### config.mk
export PLATFORM = sky130hd
export DESIGN_NAME = mem_bus_arbiter
export DESIGN_NICKNAME = d
export VERILOG_FILES = /design/src/rtl/mem_bus_pkg.sv /design/src/rtl/mem_bus_arbiter_fifo.sv /design/src/rtl/mem_bus_arbiter.sv
export SDC_FILE = /design/constraint.sdc
export NUM_CORES = 1
export LEC_CHECK = 0
export ABC_AREA = 1
export BUFFER_PORTS_ARGS = -buffer_cell sky130_fd_sc_hd__clkbuf_2
export CELL_PAD_IN_SITES_DETAIL_PLACEMENT = 0
export CELL_PAD_IN_SITES_GLOBAL_PLACEMENT = 2
export CORE_MARGIN = 2
export CORE_UTILIZATION = 35
export CTS_CLUSTER_DIAMETER = 120
export DETAILED_ROUTE_END_ITERATION = 12
export PLACE_DENSITY_LB_ADDON = 0.15
export SETUP_SLACK_MARGIN = 0.1
export SYNTH_ARGS = -nofsm -noshare
export SYNTH_HDL_FRONTEND = slang
export SYNTH_SLANG_ARGS = --single-unit
### constraint.sdc
create_clock -name clk -period 8.6 [get_ports clk]
set_clock_uncertainty 0.1 [all_clocks]
set_input_delay 2.15 -clock clk [delete_from_list [all_inputs] [get_ports clk]]
set_output_delay 2.15 -clock clk [all_outputs]
set_load 0.01 [all_outputs]
### src/rtl/mem_bus_pkg.sv
// Shared types for the core/secondary memory bus arbiter.
// Command record layout and default bus widths.
package mem_bus_pkg;

  localparam int unsigned MB_ADDR_W = 32;
  localparam int unsigned MB_DATA_W = 32;

  typedef struct packed {
    logic                 we;
    logic [MB_ADDR_W-1:0] addr;
    logic [MB_DATA_W-1:0] wdata;
  } mb_cmd_t;

  function automatic int unsigned cmd_width(
    input int unsigned aw,
    input int unsigned dw
  );
    return 1 + aw + dw;
  endfunction

endpackage

### src/rtl/mem_bus_arbiter_fifo.sv
// Register-based synchronous FIFO for posted secondary commands.
// Pointers wrap naturally since DEPTH is a power of two.
module sync_fifo #(
  parameter int unsigned W     = 8,
  parameter int unsigned DEPTH = 4
) (
  input  logic                     clk,
  input  logic                     rst_n,
  input  logic                     i_push,
  input  logic                     i_pop,
  input  logic [W-1:0]             i_data,
  output logic [W-1:0]             o_data,
  output logic                     o_full,
  output logic                     o_empty,
  output logic [$clog2(DEPTH):0]   o_count
);

  localparam int unsigned PW = $clog2(DEPTH);

  logic [W-1:0]  r_mem [DEPTH];
  logic [PW-1:0] r_wr_ptr;
  logic [PW-1:0] r_rd_ptr;
  logic [PW:0]   r_count;
  logic          w_push;
  logic          w_pop;

  assign o_full  = (r_count == (PW+1)'(DEPTH));
  assign o_empty = (r_count == '0);
  assign o_count = r_count;
  assign o_data  = r_mem[r_rd_ptr];

  assign w_push = i_push & ~o_full;
  assign w_pop  = i_pop & ~o_empty;

  always_ff @(posedge clk) begin
    if (w_push) begin
      r_mem[r_wr_ptr] <= i_data;
    end
  end

  always_ff @(posedge clk or negedge rst_n) begin
    if (!rst_n) begin
      r_wr_ptr <= '0;
      r_rd_ptr <= '0;
    end else begin
      if (w_push) r_wr_ptr <= r_wr_ptr + PW'(1);
      if (w_pop)  r_rd_ptr <= r_rd_ptr + PW'(1);
    end
  end

  always_ff @(posedge clk or negedge rst_n) begin
    if (!rst_n) begin
      r_count <= '0;
    end else begin
      unique case ({w_push, w_pop})
        2'b10:   r_count <= r_count + (PW+1)'(1);
        2'b01:   r_count <= r_count - (PW+1)'(1);
        default: r_count <= r_count;
      endcase
    end
  end

endmodule

### src/rtl/mem_bus_arbiter.sv
// Core-priority arbiter for a shared single-port synchronous memory.
// Secondary commands are posted and issued only on core-idle cycles.
module mem_bus_arbiter
  import mem_bus_pkg::*;
#(
  parameter int unsigned ADDR_W       = MB_ADDR_W,
  parameter int unsigned DATA_W       = MB_DATA_W,
  parameter int unsigned DEPTH        = 4,
  parameter int unsigned STARVE_LIMIT = 16
) (
  input  logic              clk,
  input  logic              rst_n,
  input  logic              core_rd_en,
  input  logic              core_wr_en,
  input  logic [ADDR_W-1:0] core_addr,
  input  logic [DATA_W-1:0] core_wdata,
  output logic [DATA_W-1:0] core_rdata,
  input  logic              s_valid,
  output logic              s_ready,
  input  logic              s_we,
  input  logic [ADDR_W-1:0] s_addr,
  input  logic [DATA_W-1:0] s_wdata,
  output logic              s_rvalid,
  output logic [DATA_W-1:0] s_rdata,
  output logic              s_starve,
  output logic              mem_rd_en,
  output logic              mem_wr_en,
  output logic [ADDR_W-1:0] mem_addr,
  output logic [DATA_W-1:0] mem_wdata,
  input  logic [DATA_W-1:0] mem_rdata
);

  localparam int unsigned CMD_W = cmd_width(ADDR_W, DATA_W);
  localparam int unsigned CW    = $clog2(STARVE_LIMIT + 1);
  localparam int unsigned NW    = $clog2(DEPTH) + 1;

  logic              w_core_req;
  logic              w_issue;
  logic              w_full;
  logic              w_empty;
  logic [NW-1:0]     w_count;
  logic [CMD_W-1:0]  w_push_data;
  logic [CMD_W-1:0]  w_head;
  logic              w_head_we;
  logic [ADDR_W-1:0] w_head_addr;
  logic [DATA_W-1:0] w_head_wdata;
  logic              r_rd_inflight;
  logic [CW-1:0]     r_wait_cnt;

  assign w_push_data  = {s_we, s_addr, s_wdata};
  assign w_head_we    = w_head[CMD_W-1];
  assign w_head_addr  = w_head[DATA_W +: ADDR_W];
  assign w_head_wdata = w_head[DATA_W-1:0];

  assign w_core_req = core_rd_en | core_wr_en;
  assign w_issue    = ~w_core_req & ~w_empty;
  assign s_ready    = ~w_full;

  sync_fifo #(
    .W     (CMD_W),
    .DEPTH (DEPTH)
  ) u_cmd_fifo (
    .clk     (clk),
    .rst_n   (rst_n),
    .i_push  (s_valid & s_ready),
    .i_pop   (w_issue),
    .i_data  (w_push_data),
    .o_data  (w_head),
    .o_full  (w_full),
    .o_empty (w_empty),
    .o_count (w_count)
  );

  // Core owns the port outright; the head only fills idle cycles.
  always_comb begin
    mem_rd_en = 1'b0;
    mem_wr_en = 1'b0;
    mem_addr  = w_head_addr;
    mem_wdata = w_head_wdata;
    if (w_core_req) begin
      mem_rd_en = core_rd_en;
      mem_wr_en = core_wr_en;
      mem_addr  = core_addr;
      mem_wdata = core_wdata;
    end else if (!w_empty) begin
      mem_rd_en = ~w_head_we;
      mem_wr_en = w_head_we;
    end
  end

  assign core_rdata = mem_rdata;
  assign s_rvalid   = r_rd_inflight;
  assign s_rdata    = r_rd_inflight ? mem_rdata : '0;
  assign s_starve   = (r_wait_cnt == CW'(STARVE_LIMIT));

  always_ff @(posedge clk or negedge rst_n) begin
    if (!rst_n) begin
      r_rd_inflight <= 1'b0;
    end else begin
      r_rd_inflight <= w_issue & ~w_head_we;
    end
  end

  always_ff @(posedge clk or negedge rst_n) begin
    if (!rst_n) begin
      r_wait_cnt <= '0;
    end else if (w_empty || w_issue) begin
      r_wait_cnt <= '0;
    end else if (!s_starve) begin
      r_wait_cnt <= r_wait_cnt + CW'(1);
    end
  end

  a_count_bound: assert property (
    @(posedge clk) disable iff (!rst_n)
    w_count <= NW'(DEPTH)
  );

endmodule
==> results.txt, run 1 <==
- The congestion estimate from routability-driven global placement came to 0.665.
- Post-synth top area cell: sky130_fd_sc_hd__edfxtp_1
- Critical Path AT: 4180 ps
* Startpoint Class: input pin
- Counting flops and latches in the post-synthesis netlist gives 273.
- The core region is 36500 µm².
* Data required time of the critical path: 6350 ps
- Among all flip-flop cells after synthesis, the most frequent one is sky130_fd_sc_hd__edfxtp_1.
- Syn Inst Count: 1409
- Post-layout minimum cycle time: 6430 ps
* Critical-path maximum fanout: 67
- Latest clock arrival within the worst-skew pair: 540 ps
- Traced cell by cell, the critical path runs through clkbuf_2, inv_1, nand2_4, inv_2, buf_4, nand2_1, nand2_1, clkbuf_2.
* Max-Cap Viols: 0
- The analysis attributes to cell leakage a power of 7.92 nW.
- TritonCTS built the clock tree.
- VDD sags by at most 0.164 mV.
* CTS sink count: 273
* Power after layout: 4.46 mW
- After layout, the worst path uses 74.7% of the clock period.
- Global-route usage over all layers: 15.8%
- Timing would allow up to 156 MHz.
- Starting DRT DRC Count: 325
* Horizontal die dimension: 196 µm
- Antenna violations before repair: 1
- Number of distinct library cells after synthesis: 21
* Relative contribution of sequential cells to total power: 42.2%
* Row cnt: 70
- Routed wire length: 30700 µm
* Worst min-delay path category: reg2reg
* Hold Fails Final Rpt: 0
- Grt ovf: 0
* Critical Path Sink Type: output pin
* Cell type of the slowest stage on the worst timing path: sky130_fd_sc_hd__inv_2
* Switch share: 35.7%
* Synth Area per Inst: 9.19 µm²
- Post-detailed-placement half-perimeter wirelength: 18600 µm
- For this run, the slowest stage of the critical path takes 610 ps.
* Internal power: 2.87 mW
- After synthesis, the share of flip-flops with an asynchronous set or reset is 4.76%.
- Cells with a size suffix above 1 make up 21.3% of the layout.
* Post-synthesis sequential area ratio: 62.8%
- Clock tree synthesis inserted a total of 30 buffers.
- Sorting the synthesized cells by how often they occur yields sky130_fd_sc_hd__nand2_1, sky130_fd_sc_hd__inv_1, sky130_fd_sc_hd__edfxtp_1, sky130_fd_sc_hd__nand3_1, sky130_fd_sc_hd__buf_4.
- For this configuration, the core starts out at a cell density of 35.4%.
- The flow ran to the end, and the final reports show no timing, DRC or antenna violations.
- Top-level I/O count: 299
* Post-Synthesis Net Count: 1583
- Post-CTS setup buffer count: 0
- At the pin with the least slew margin, the transition time is 1130 ps.
- Synth area leaders: sky130_fd_sc_hd__edfxtp_1, sky130_fd_sc_hd__nand2_1, sky130_fd_sc_hd__inv_1, sky130_fd_sc_hd__nand3_1, sky130_fd_sc_hd__buf_4
- Summed over all failing endpoints, the final setup total negative slack is 0 ps.
* Number of global-route vias before repair: 8471
* CTS HTree Levels: 1
- Hold is met by 409 ps.
* Remaining number of nets flagged by the antenna check after routing: 0
- The first global-routing pass estimated 47000 µm of wire.
- In the routed layout, each cell is associated on average with a via count of 4.22.
- Counting both buffers and inverters, the worst setup path holds a total of 5.
* Count of TritonRoute iterations in the first routing pass: 6
* Final setup violating endpoints: 0
- Yosys synthesis warning count: 0
- CTS Root Cell: sky130_fd_sc_hd__clkbuf_16
- PD cells: 288 nW/µm²
- Per report_power, the combinational group accounts for 31.7% of the total.
- After clock tree synthesis, the clock-pin slew on the worst setup and hold paths is 60 ps.
- Most repeated cell in the gate-level netlist after synthesis: sky130_fd_sc_hd__nand2_1
* Worst slew margin relative to its limit: 24.6%
- The top cell type by area accounts for 60.3% of the synthesized area.
- Area Overhead vs Synth: 19.4%
- Relative contribution of the clock network to total power: 26.2%
- The detailed router placed 9060 vias in this run.
- The critical path is of the in2out type.
- From bottom edge to top edge, the die measures 196 µm.
- Number of synthesized flops with an enable pin: 260
- In this run, post-CTS hold repair placed 0 buffers.
- In the routed design, unresolved DRC markers number 0.
- For this design the total switching power over the nets is 1.59 mW.
- Final slew viol count: 0
- Average routed wire per standard cell: 14.3 µm
* Nets: 1830
- Cell family with the largest share of critical-path delay: buffers and inverters
- Buffers placed on the I/O ports in this run total 298.
- The mapped netlist covers 12900 µm².
- Setup repair after global routing left no endpoint under its margin.
* Layout filler cell count: 3556
- The floorplan step defined a die boundary enclosing 38500 µm².
- Post-CTS sizing: 0
- Entering global routing, the biggest net connects 88 pins.
* Number of buffers between clock root and the deepest sink: 3
[metrics by stage]
stage               util (%)  setup slack (ps)  instances  instance area [µm²]
floorplan                  -              3040       1409                12900
global placement        39.8              2110       2092                14600
detailed placement      39.8              2060       2092                14600
CTS                     42.3              2060       2148                15500
global route            42.3              1880       2148                15500
finish                  42.3              2170       2149                15500
[layer usage]
metal | part of all wire (%) | track usage [%] | wire (µm) | vias up
li1 | - | - | - | 4775
met1 | 41 | 18.5 | 12700 | 4005
met2 | 51 | 29.7 | 15600 | 244
met3 | 6.3 | 3.18 | 1930 | 36
met4 | 1.6 | 3.48 | 485 | 0
met5 | 0 | 0 | 0 | -
[path summary, 6_finish.rpt]
| kind | depth (start not counted) | slack (ps) | from | endpoint |
|---|---|---|---|---|
| setup / recovery | 8 | 2170 | core_rd_en | mem_addr[31] |
| hold / removal | 1 | 410 | u_cmd_fifo.o_count[0] | u_cmd_fifo.o_count[0] |
| setup reg to reg | 5 | 5750 | u_cmd_fifo.o_count[0] | u_cmd_fifo.r_mem[1][41] |
| hold reg to reg | 1 | 410 | u_cmd_fifo.o_count[0] | u_cmd_fifo.o_count[0] |
| max in group asynchronous | 1 | 6670 | rst_n | u_cmd_fifo.r_rd_ptr[0] |
| min in group asynchronous | 1 | 1410 | rst_n | r_wait_cnt[2] |
[cells by family (layout without fill, tap and decap cells)]
group                    after synthesis  count (layout)  share of synthesized area [%]
AO/OA/AOI/OAI                          5               5                          0.193
XOR/XNOR                               8               8                          0.541
adder cells (fa/ha/maj)                8               8                          0.831
buffers and inverters                402             673                           13.6
flip-flops                           273             273                           62.8
other                                  0               1                              0
AND/OR/NAND/NOR                      713             713                           22.1
[placed cells by master, fill, tap and decap left out, types with 2 or more instances in the layout]
cell type	count
sky130_fd_sc_hd__nor2_4	4
sky130_fd_sc_hd__nor2_1	4
sky130_fd_sc_hd__xnor2_1	3
sky130_fd_sc_hd__dfrtp_4	2
sky130_fd_sc_hd__nand4_1	2
sky130_fd_sc_hd__inv_2	2
sky130_fd_sc_hd__nand2_1	564
sky130_fd_sc_hd__dfrtp_1	11
sky130_fd_sc_hd__nand3_1	136
sky130_fd_sc_hd__buf_4	10
sky130_fd_sc_hd__edfxtp_1	260
sky130_fd_sc_hd__ha_1	7
sky130_fd_sc_hd__clkinv_2	7
sky130_fd_sc_hd__clkbuf_1	8
sky130_fd_sc_hd__clkbuf_2	298
sky130_fd_sc_hd__xor2_1	5
sky130_fd_sc_hd__inv_1	306
sky130_fd_sc_hd__a21oi_1	3
sky130_fd_sc_hd__clkinv_1	9
sky130_fd_sc_hd__clkbuf_16	31
[state kept, by name, indices dropped and copies added, names as in the netlist]
signal               count
r_wait_cnt               5
s_rvalid                 1
u_cmd_fifo.o_count       3
u_cmd_fifo.r_mem       260
u_cmd_fifo.r_rd_ptr      2
u_cmd_fifo.r_wr_ptr      2
[power by group through the flow]
stage	sequential (mW)	clock, mW	combinational [mW]
floorplan	1.85	0	1.06
global placement	1.91	0	1.46
detailed placement	1.91	0	1.46
CTS	1.88	1.20	1.46
global route	1.91	1.25	1.63
finish	1.88	1.17	1.41
[layout make-up]
cell class                      count  area [µm²]  area share, %
Clock buffer                       39         806           5.21
Sequential cell                   273        8140           52.7
Inverter                          309        1160           7.52
Multi-Input combinational cell    734        3100           20.0
Clock inverter                     17        98.8          0.639
Antenna cell                        1        2.50         0.0162
Tap cell                          468         586           3.79
Timing Repair Buffer              308        1570           10.1
Note: power is estimated with default switching activity, not from simulation.
==> inputs of run 2 (changes only) <==
--- a/config.mk
+++ b/config.mk
@@ -10,7 +10,7 @@
 export CELL_PAD_IN_SITES_DETAIL_PLACEMENT = 0
 export CELL_PAD_IN_SITES_GLOBAL_PLACEMENT = 2
 export CORE_MARGIN = 2
-export CORE_UTILIZATION = 35
+export CORE_UTILIZATION = 33
 export CTS_CLUSTER_DIAMETER = 120
 export DETAILED_ROUTE_END_ITERATION = 12
 export PLACE_DENSITY_LB_ADDON = 0.15
==> constraint.sdc (replaced) <==
create_clock -name clk -period 6.4 [get_ports clk]
set_clock_uncertainty 0.1 [all_clocks]
set_input_delay 1.6 -clock clk [delete_from_list [all_inputs] [get_ports clk]]
set_output_delay 1.6 -clock clk [all_outputs]
set_load 0.01 [all_outputs]
==> run 2 against run 1 <==
Compared with the run above: design area rose by 0.52%; die area grew 5.9%; clock power increased by 29%; largest power group unchanged.
==> results.txt, run 2 (synthesis results as in run 1) <==
* Result of the run: completed
- Post-detailed-placement half-perimeter wirelength: 19800 µm
- The worst-case IR drop observed on VDD is 0.257 mV.
* Cells along the critical path: inv_4, buf_12, nand2_1, nand3_1, nand3_1, nand2_1, clkbuf_2
- In this run the post-CTS setup repair buffer count came out at 0.
- Post-layout minimum cycle time: 4780 ps
- The final count of pins violating max slew is 0.
* Nets: 1835
* Post-CTS sizing: 0
* Drt drc: 0
- Dividing the detail-routed wire length by the instance count gives 14.4 µm.
- Fraction of layout cells with a size suffix above 1: 21.3%
- Largest net degree at the start of global routing: 70
- Number of global-route vias before repair: 8814
- The count of nets left with antenna violations once routing finished came out at 0.
- Power after layout: 5.97 mW
- Data required time of the critical path: 4700 ps
- Of all nets on the critical path, the largest fanout is 69.
- Routed wire length: 31700 µm
- Upper clock frequency limit: 209 MHz
* Switch share: 36.0%
* Max reg flops: 260
- Total vias in the final route: 9169
* Starting DRT DRC Count: 375
* CTS HTree Levels: 1
- At the end of routability-driven placement, the weighted congestion stood at 0.731.
* Highest-count cells in the layout ignoring fill and taps: sky130_fd_sc_hd__nand2_1, sky130_fd_sc_hd__inv_1, sky130_fd_sc_hd__clkbuf_2
- The worst hold path belongs to the class reg2reg.
* Top register by number of flip-flops: u_cmd_fifo.r_mem
* Total leakage power: 7.92 nW
- The clock passes through at most 3 buffers.
- Worst slew margin relative to its limit: 33.6%
- Max-Cap Viols: 0
* Final setup violating endpoints: 0
* Final core utilization: 40.2%
* Area Overhead vs Synth: 20.0%
- Measured along the x axis, the die boundary spans 202 µm.
* Cell area after layout: 15500 µm²
* Row cnt: 72
- The worst setup path is captured at an output pin.
- The initial utilization of the core area, before any placement, comes to 33.5%.
* Core ar.: 38600 µm²
- CTS Root Cell: sky130_fd_sc_hd__clkbuf_16
- Setup total negative slack on the finished layout was measured at 0 ps.
- Global-route usage over all layers: 15.5%
* Cts-stage hold buffer count: 0
- Relative contribution of sequential cells to total power: 42.2%
* Post-detailed-route via-to-cell ratio: 4.16
- Counting the buffers created by CTS gives 29.
- The floorplan step defined a die boundary enclosing 40800 µm².
- Unrepaired setup endpoints after global routing: false
- Port-buffer cells: 298
* PD cells: 384 nW/µm²
* Net switching power: 2.15 mW
* Worst Path Class, Setup: reg2out
- Internal power: 3.82 mW
- The clock network is responsible for 25.3% of the overall power.
- Count of TritonRoute iterations in the first routing pass: 4
* Largest incremental delay on the critical path: 750 ps
- For the pin with the worst max-slew slack, the measured transition is 995 ps.
- Antenna violations before repair: 3
- After clock tree synthesis, the clock-pin slew on the worst setup and hold paths is 50 ps.
* Latest clock arrival within the worst-skew pair: 540 ps
- The share of total power dissipated in combinational logic is 32.4%.
- Placed standard-cell area: 14700 µm²
- The clock net in this run drives a total of 273 sinks.
- Fill cells in the final layout number 3899.
- Summed over all layers, the global routing overflow is 0.
- Measured along the y axis, the die boundary spans 202 µm.
* Final worst path period share: 74.7%
- TritonCTS built the clock tree.
- During I/O placement, the number of pins put on the boundary was 299.
* Cell type of the slowest stage on the worst timing path: sky130_fd_sc_hd__dfrtp_4
- Hold Fails Final Rpt: 0
* Critical Path AT: 3080 ps
* Most common cell after layout, fill and taps aside: sky130_fd_sc_hd__nand2_1
- First-pass GRT wire length: 49000 µm
- The worst setup path is launched from a flip-flop.
run 2: cell types whose count changed in the layout (fill, tap and decap cells not counted), sizes merged:
cell and change:
buf +6, clkbuf +1, clkinv -5, diode +1, inv +1
run 2: path summary, 6_finish.rpt:
path                                         from                endpoint  slack [ps]  depth (start not counted)
min in group asynchronous                   rst_n           r_wait_cnt[3]         860                          1
max reg2reg                u_cmd_fifo.r_rd_ptr[0]                s_rvalid        3860                          7
min reg2reg                 u_cmd_fifo.o_count[0]   u_cmd_fifo.o_count[0]         410                          1
max in group asynchronous                   rst_n  u_cmd_fifo.r_rd_ptr[1]        5030                          1
min                         u_cmd_fifo.o_count[0]   u_cmd_fifo.o_count[0]         410                          1
max                        u_cmd_fifo.r_rd_ptr[0]               mem_wr_en        1620                          7
run 2: through the flow:
| stage | hold slack (ps) | cells | setup slack (ps) |
|---|---|---|---|
| floorplan | 368 | 1409 | 1390 |
| detailed placement | 404 | 2148 | 1570 |
| finish | 412 | 2203 | 1620 |
| CTS | 416 | 2201 | 1500 |
| global placement | 391 | 2148 | 1590 |
| global route | 433 | 2202 | 1370 |
run 2: critical path, delay by kind of cell, from the launching register on:
kind	cells	cell delay, ps
buf+inv	3	1210
flops	1	750
simple gates	4	500
run 2: final cells by class:
cell class	count	area, µm²	share of cell area [%]
inverter	309	1160	7.48
clock inverter	13	82.6	0.531
tap	518	648	4.17
clock buffer	40	767	4.94
sequential	273	8140	52.4
multi-input combinational	734	3100	19.9
antenna	2	5.00	0.0322
timing repair buffer	314	1640	10.5
run 2: routing by layer:
metal	global-route usage (%)	wire length (µm)
met4	3.65	601
met1	18.3	13200
met3	3.00	1750
met5	0	16
met2	28.9	16200
run 2: power groups by stage:
stage / Sequential (mW) / Clock, mW / Combinational, mW
floorplan: 2.49 / 0 / 1.43
global placement: 2.56 / 0 / 2.02
detailed placement: 2.56 / 0 / 2.01
CTS: 2.53 / 1.56 / 2.02
global route: 2.56 / 1.63 / 2.24
finish: 2.52 / 1.51 / 1.94
==> inputs of run 3 (changes only) <==
--- a/config.mk
+++ b/config.mk
@@ -5,12 +5,12 @@
 export SDC_FILE = /design/constraint.sdc
 export NUM_CORES = 1
 export LEC_CHECK = 0
-export ABC_AREA = 1
+export ABC_AREA = 0
 export BUFFER_PORTS_ARGS = -buffer_cell sky130_fd_sc_hd__clkbuf_2
 export CELL_PAD_IN_SITES_DETAIL_PLACEMENT = 0
 export CELL_PAD_IN_SITES_GLOBAL_PLACEMENT = 2
 export CORE_MARGIN = 2
-export CORE_UTILIZATION = 33
+export CORE_UTILIZATION = 39
 export CTS_CLUSTER_DIAMETER = 120
 export DETAILED_ROUTE_END_ITERATION = 12
 export PLACE_DENSITY_LB_ADDON = 0.15
==> constraint.sdc (replaced) <==
create_clock -name clk -period 4.6 [get_ports clk]
set_clock_uncertainty 0.1 [all_clocks]
set_input_delay 1.15 -clock clk [delete_from_list [all_inputs] [get_ports clk]]
set_output_delay 1.15 -clock clk [all_outputs]
set_load 0.01 [all_outputs]
==> run 3 against run 2 <==
Compared with the run above: sequential power rose by 42%; global-route usage fell by 0.27 points; routed wire length down 25%; design area decreased by 10%; register-to-register slack worse by 1700 ps; core utilization up 8.2 points; critical path depth decreased by 3; largest power group unchanged.
==> results.txt, run 3 <==
- The initial utilization of the core area, before any placement, comes to 39.9%.
- Summing all placed instances gives a cell area of 13100 µm².
- Of the total power, the clock network draws 26.6%.
* Top register by number of flip-flops: u_cmd_fifo.r_mem
* Post-synth top area cell: sky130_fd_sc_hd__edfxtp_1
- For this run the aggregate overflow at the end of global routing stands at 0.
* Max reg flops: 260
- On the worst path, the slowest cell contributes a delay of 720 ps.
- Result of the run: completed
- Post-synthesis sequential area ratio: 70.7%
- Setup Total Neg Slack: 0 ps
- The worst hold path begins at u_cmd_fifo.o_count[2].
- The most common cell in the synthesized netlist is sky130_fd_sc_hd__edfxtp_1.
* Most Crowded Layer GR: met2
* Area Overhead vs Synth: 21.5%
- CTS sink count: 273
* Startpoint Class: flip-flop
* Top-level I/O count: 299
- Met3 usage in global routing: 3.31%
* Most common cell after layout, fill and taps aside: sky130_fd_sc_hd__clkbuf_2
- Synthesis handed over a netlist of 546 instances.
* Net switching power: 2.17 mW
- In the final layout, the multi-input gates occupy 2920 µm².
- Clock latency on the worst-skew pair, taken at its later pin, is 530 ps.
- After clock tree synthesis, the flow added hold-fix buffers numbering 0.
- Once the clock tree was built, the setup fixing pass inserted 0 buffers.
* Critical Path Sink Type: output pin
- Total leakage power: 5.33 nW
- Layout filler cell count: 2496
- Row cnt: 62
- Data required time of the critical path: 3350 ps
- The floorplan step defined a die boundary enclosing 30900 µm².
- The tree is rooted in a sky130_fd_sc_hd__clkbuf_16.
- The startpoint identified for the worst register-to-register timing path is u_cmd_fifo.o_count[1].
- Critical Path AT: 2690 ps
- Global-route usage over all layers: 15.2%
- Registers are responsible for 46.5% of the overall power.
* Antenna violations before repair: 3
- Port buffering added 298 buffers.
- In the final routed layout, each cell accounts on average for 19.4 µm.
* Gate power share: 26.9%
- Final setup violating endpoints: 0
* Number of synthesized flops with an enable pin: 260
* Core ar.: 28900 µm²
- Of the post-synthesis cell area, the dominant cell type holds 67.9%.
- Power after layout: 7.70 mW
- Yosys synthesis warning count: 0
- Synthesis produced a netlist with a net count of 720.
- Summing all flip-flop and latch instances after layout gives 8140 µm².
- RePlAce Congestion: 0.830
- Counting flops and latches in the post-synthesis netlist gives 273.
- The final count of pins violating max slew came to 0.
- Upper clock frequency limit: 254 MHz
- After detailed routing, the number of remaining DRC violations is 0.
- Synth area leaders: sky130_fd_sc_hd__edfxtp_1, sky130_fd_sc_hd__mux4_2, sky130_fd_sc_hd__mux2_4, sky130_fd_sc_hd__dfrtp_1, sky130_fd_sc_hd__mux2_2
- Number of buffers between clock root and the deepest sink: 3
- Async S/R FF share, synth: 4.76%
- Cells along the critical path: buf_4, mux4_2, mux2_2, clkbuf_2
* Number of global-route vias before repair: 6257
- Of the cells placed in the final design, the portion with a size suffix greater than 1 is 56.8%.
- Global routing used 28.9% of the available met2 tracks.
* Critical-path maximum fanout: 21
- Remaining number of nets flagged by the antenna check after routing: 0
- Count of TritonRoute iterations in the first routing pass: 4
* Hold Fails Final Rpt: 0
- Internal power: 5.53 mW
* Worst setup path startpoint: u_cmd_fifo.r_rd_ptr[0]
- CTS HTree Levels: 1
- The floorplan step set the die height to 176 µm.
- Maximum VDD drop: 0.352 mV
* Unrepaired setup endpoints after global routing: false
- Yosys mapped the design onto 31 distinct sky130hd cell types.
* Final worst path period share: 85.7%
- Starting DRT DRC Count: 231
- In this run the cell area of the synthesized design comes to 11500 µm².
- PD cells: 551 nW/µm²
- The tool flagged a number of max-cap violations equal to 0.
- On the critical path, the stage with the largest delay is an instance of sky130_fd_sc_hd__dfrtp_4.
* Nets: 996
- Highest-count cells in the layout ignoring fill and taps: sky130_fd_sc_hd__clkbuf_2, sky130_fd_sc_hd__edfxtp_1, sky130_fd_sc_hd__mux4_2
* Routed wire length: 23900 µm
- Post-CTS sizing: 0
- After clock tree synthesis, the clock-pin slew on the worst setup and hold paths is 60 ps.
- Counting instances, the worst hold path has a depth of 1.
- Net switching is 28.2% of the power.
- Total vias in the final route: 5955
* Worst Reg2Reg Path Length in Cells: 9
- Once detailed placement completed, the half-perimeter wirelength came to 15800 µm.
- Number of buffers created by CTS: 28
* Post-layout minimum cycle time: 3940 ps
* Met1 Resource Use GR: 17.4%
- Entering global routing, the biggest net connects 66 pins.
* Worst min-delay path category: reg2reg
* Post-detailed-route via-to-cell ratio: 4.84
- The first global-routing pass estimated 35800 µm of wire.
- For the pin with the worst max-slew slack, the measured transition is 1070 ps.
- Measured against its own limit, the worst slew margin works out to 28.7%.
- In the synthesized netlist the dominant register cell turns out to be sky130_fd_sc_hd__edfxtp_1.
* Horizontal die dimension: 176 µm
* Synth Area per Inst: 21.1 µm²
- The critical path is of the reg2out type.
- Cell area after layout: 14000 µm²
* Top cell types by occurrence after synthesis: sky130_fd_sc_hd__edfxtp_1, sky130_fd_sc_hd__mux4_2, sky130_fd_sc_hd__mux2_4, sky130_fd_sc_hd__and2_1, sky130_fd_sc_hd__buf_4
* TritonCTS clock tree: done
run 3: changes by cell type after synthesis, sizes merged, moves of 3 or more:
cell,delta
a21oi,-3
and2,+33
and3,+4
buf,-30
clkbuf,-5
inv,-301
mux2,+65
mux4,+65
nand2,-565
nand3,-133
run 3: kinds of logic (layout without fill, tap and decap cells):
| kind of cell | count (synthesis) | count (layout) | share of synthesized area [%] |
|---|---|---|---|
| fa+ha+maj | 8 | 8 | 0.936 |
| simple gates | 55 | 55 | 2.88 |
| flops | 273 | 273 | 70.7 |
| compound gates | 3 | 3 | 0.152 |
| other cells | 0 | 3 | 0 |
| mux | 131 | 131 | 20.5 |
| buf+inv | 66 | 364 | 4.10 |
| xor+xnor | 10 | 10 | 0.761 |
run 3: path summary, 6_finish.rpt:
path                       slack [ps]                endpoint
hold / removal                    410   u_cmd_fifo.o_count[2]
max in group asynchronous        3700  u_cmd_fifo.r_rd_ptr[1]
setup reg to reg                 2170   u_cmd_fifo.o_count[2]
min in group asynchronous         420           r_wait_cnt[1]
setup / recovery                  660             mem_addr[8]
hold reg to reg                   410   u_cmd_fifo.o_count[2]
run 3: area by class of cell:
class / instances / share of cell area [%]
tap: 384 / 3.44
clock inverter: 12 / 0.376
clock buffer: 40 / 5.63
multi-input combinational: 207 / 20.9
antenna: 3 / 0.0537
inverter: 8 / 0.215
sequential: 273 / 58.3
timing repair buffer: 304 / 11.1
run 3: per-stage QoR:
step	hold WS, ps	std cells	utilization [%]	setup WS [ps]
after floorplan	370	546	-	1150
after detailed placement	402	1176	45.5	868
after global placement	392	1176	45.5	908
final	408	1231	48.4	659
after global routing	418	1229	48.4	489
after CTS	408	1228	48.4	558
run 3: power by group through the flow:
stage / combinational (mW) / clock, mW / sequential (mW)
global placement: 2.12 / 0 / 3.61
global route: 2.26 / 2.21 / 3.64
floorplan: 1.66 / 0 / 3.45
detailed placement: 2.14 / 0 / 3.65
CTS: 2.15 / 2.11 / 3.60
finish: 2.07 / 2.05 / 3.58
run 3: per-layer routing:
metal	up-vias	wire length, µm
met2	238	12900
met4	0	384
met5	-	0
met1	2973	9040
li1	2718	-
met3	26	1590
run 3: worst max-delay path: cells and delay by family (launching register included):
family,cells,cell delay [ps]
flip-flops,1,720
buffers and inverters,2,550
multiplexers,2,870
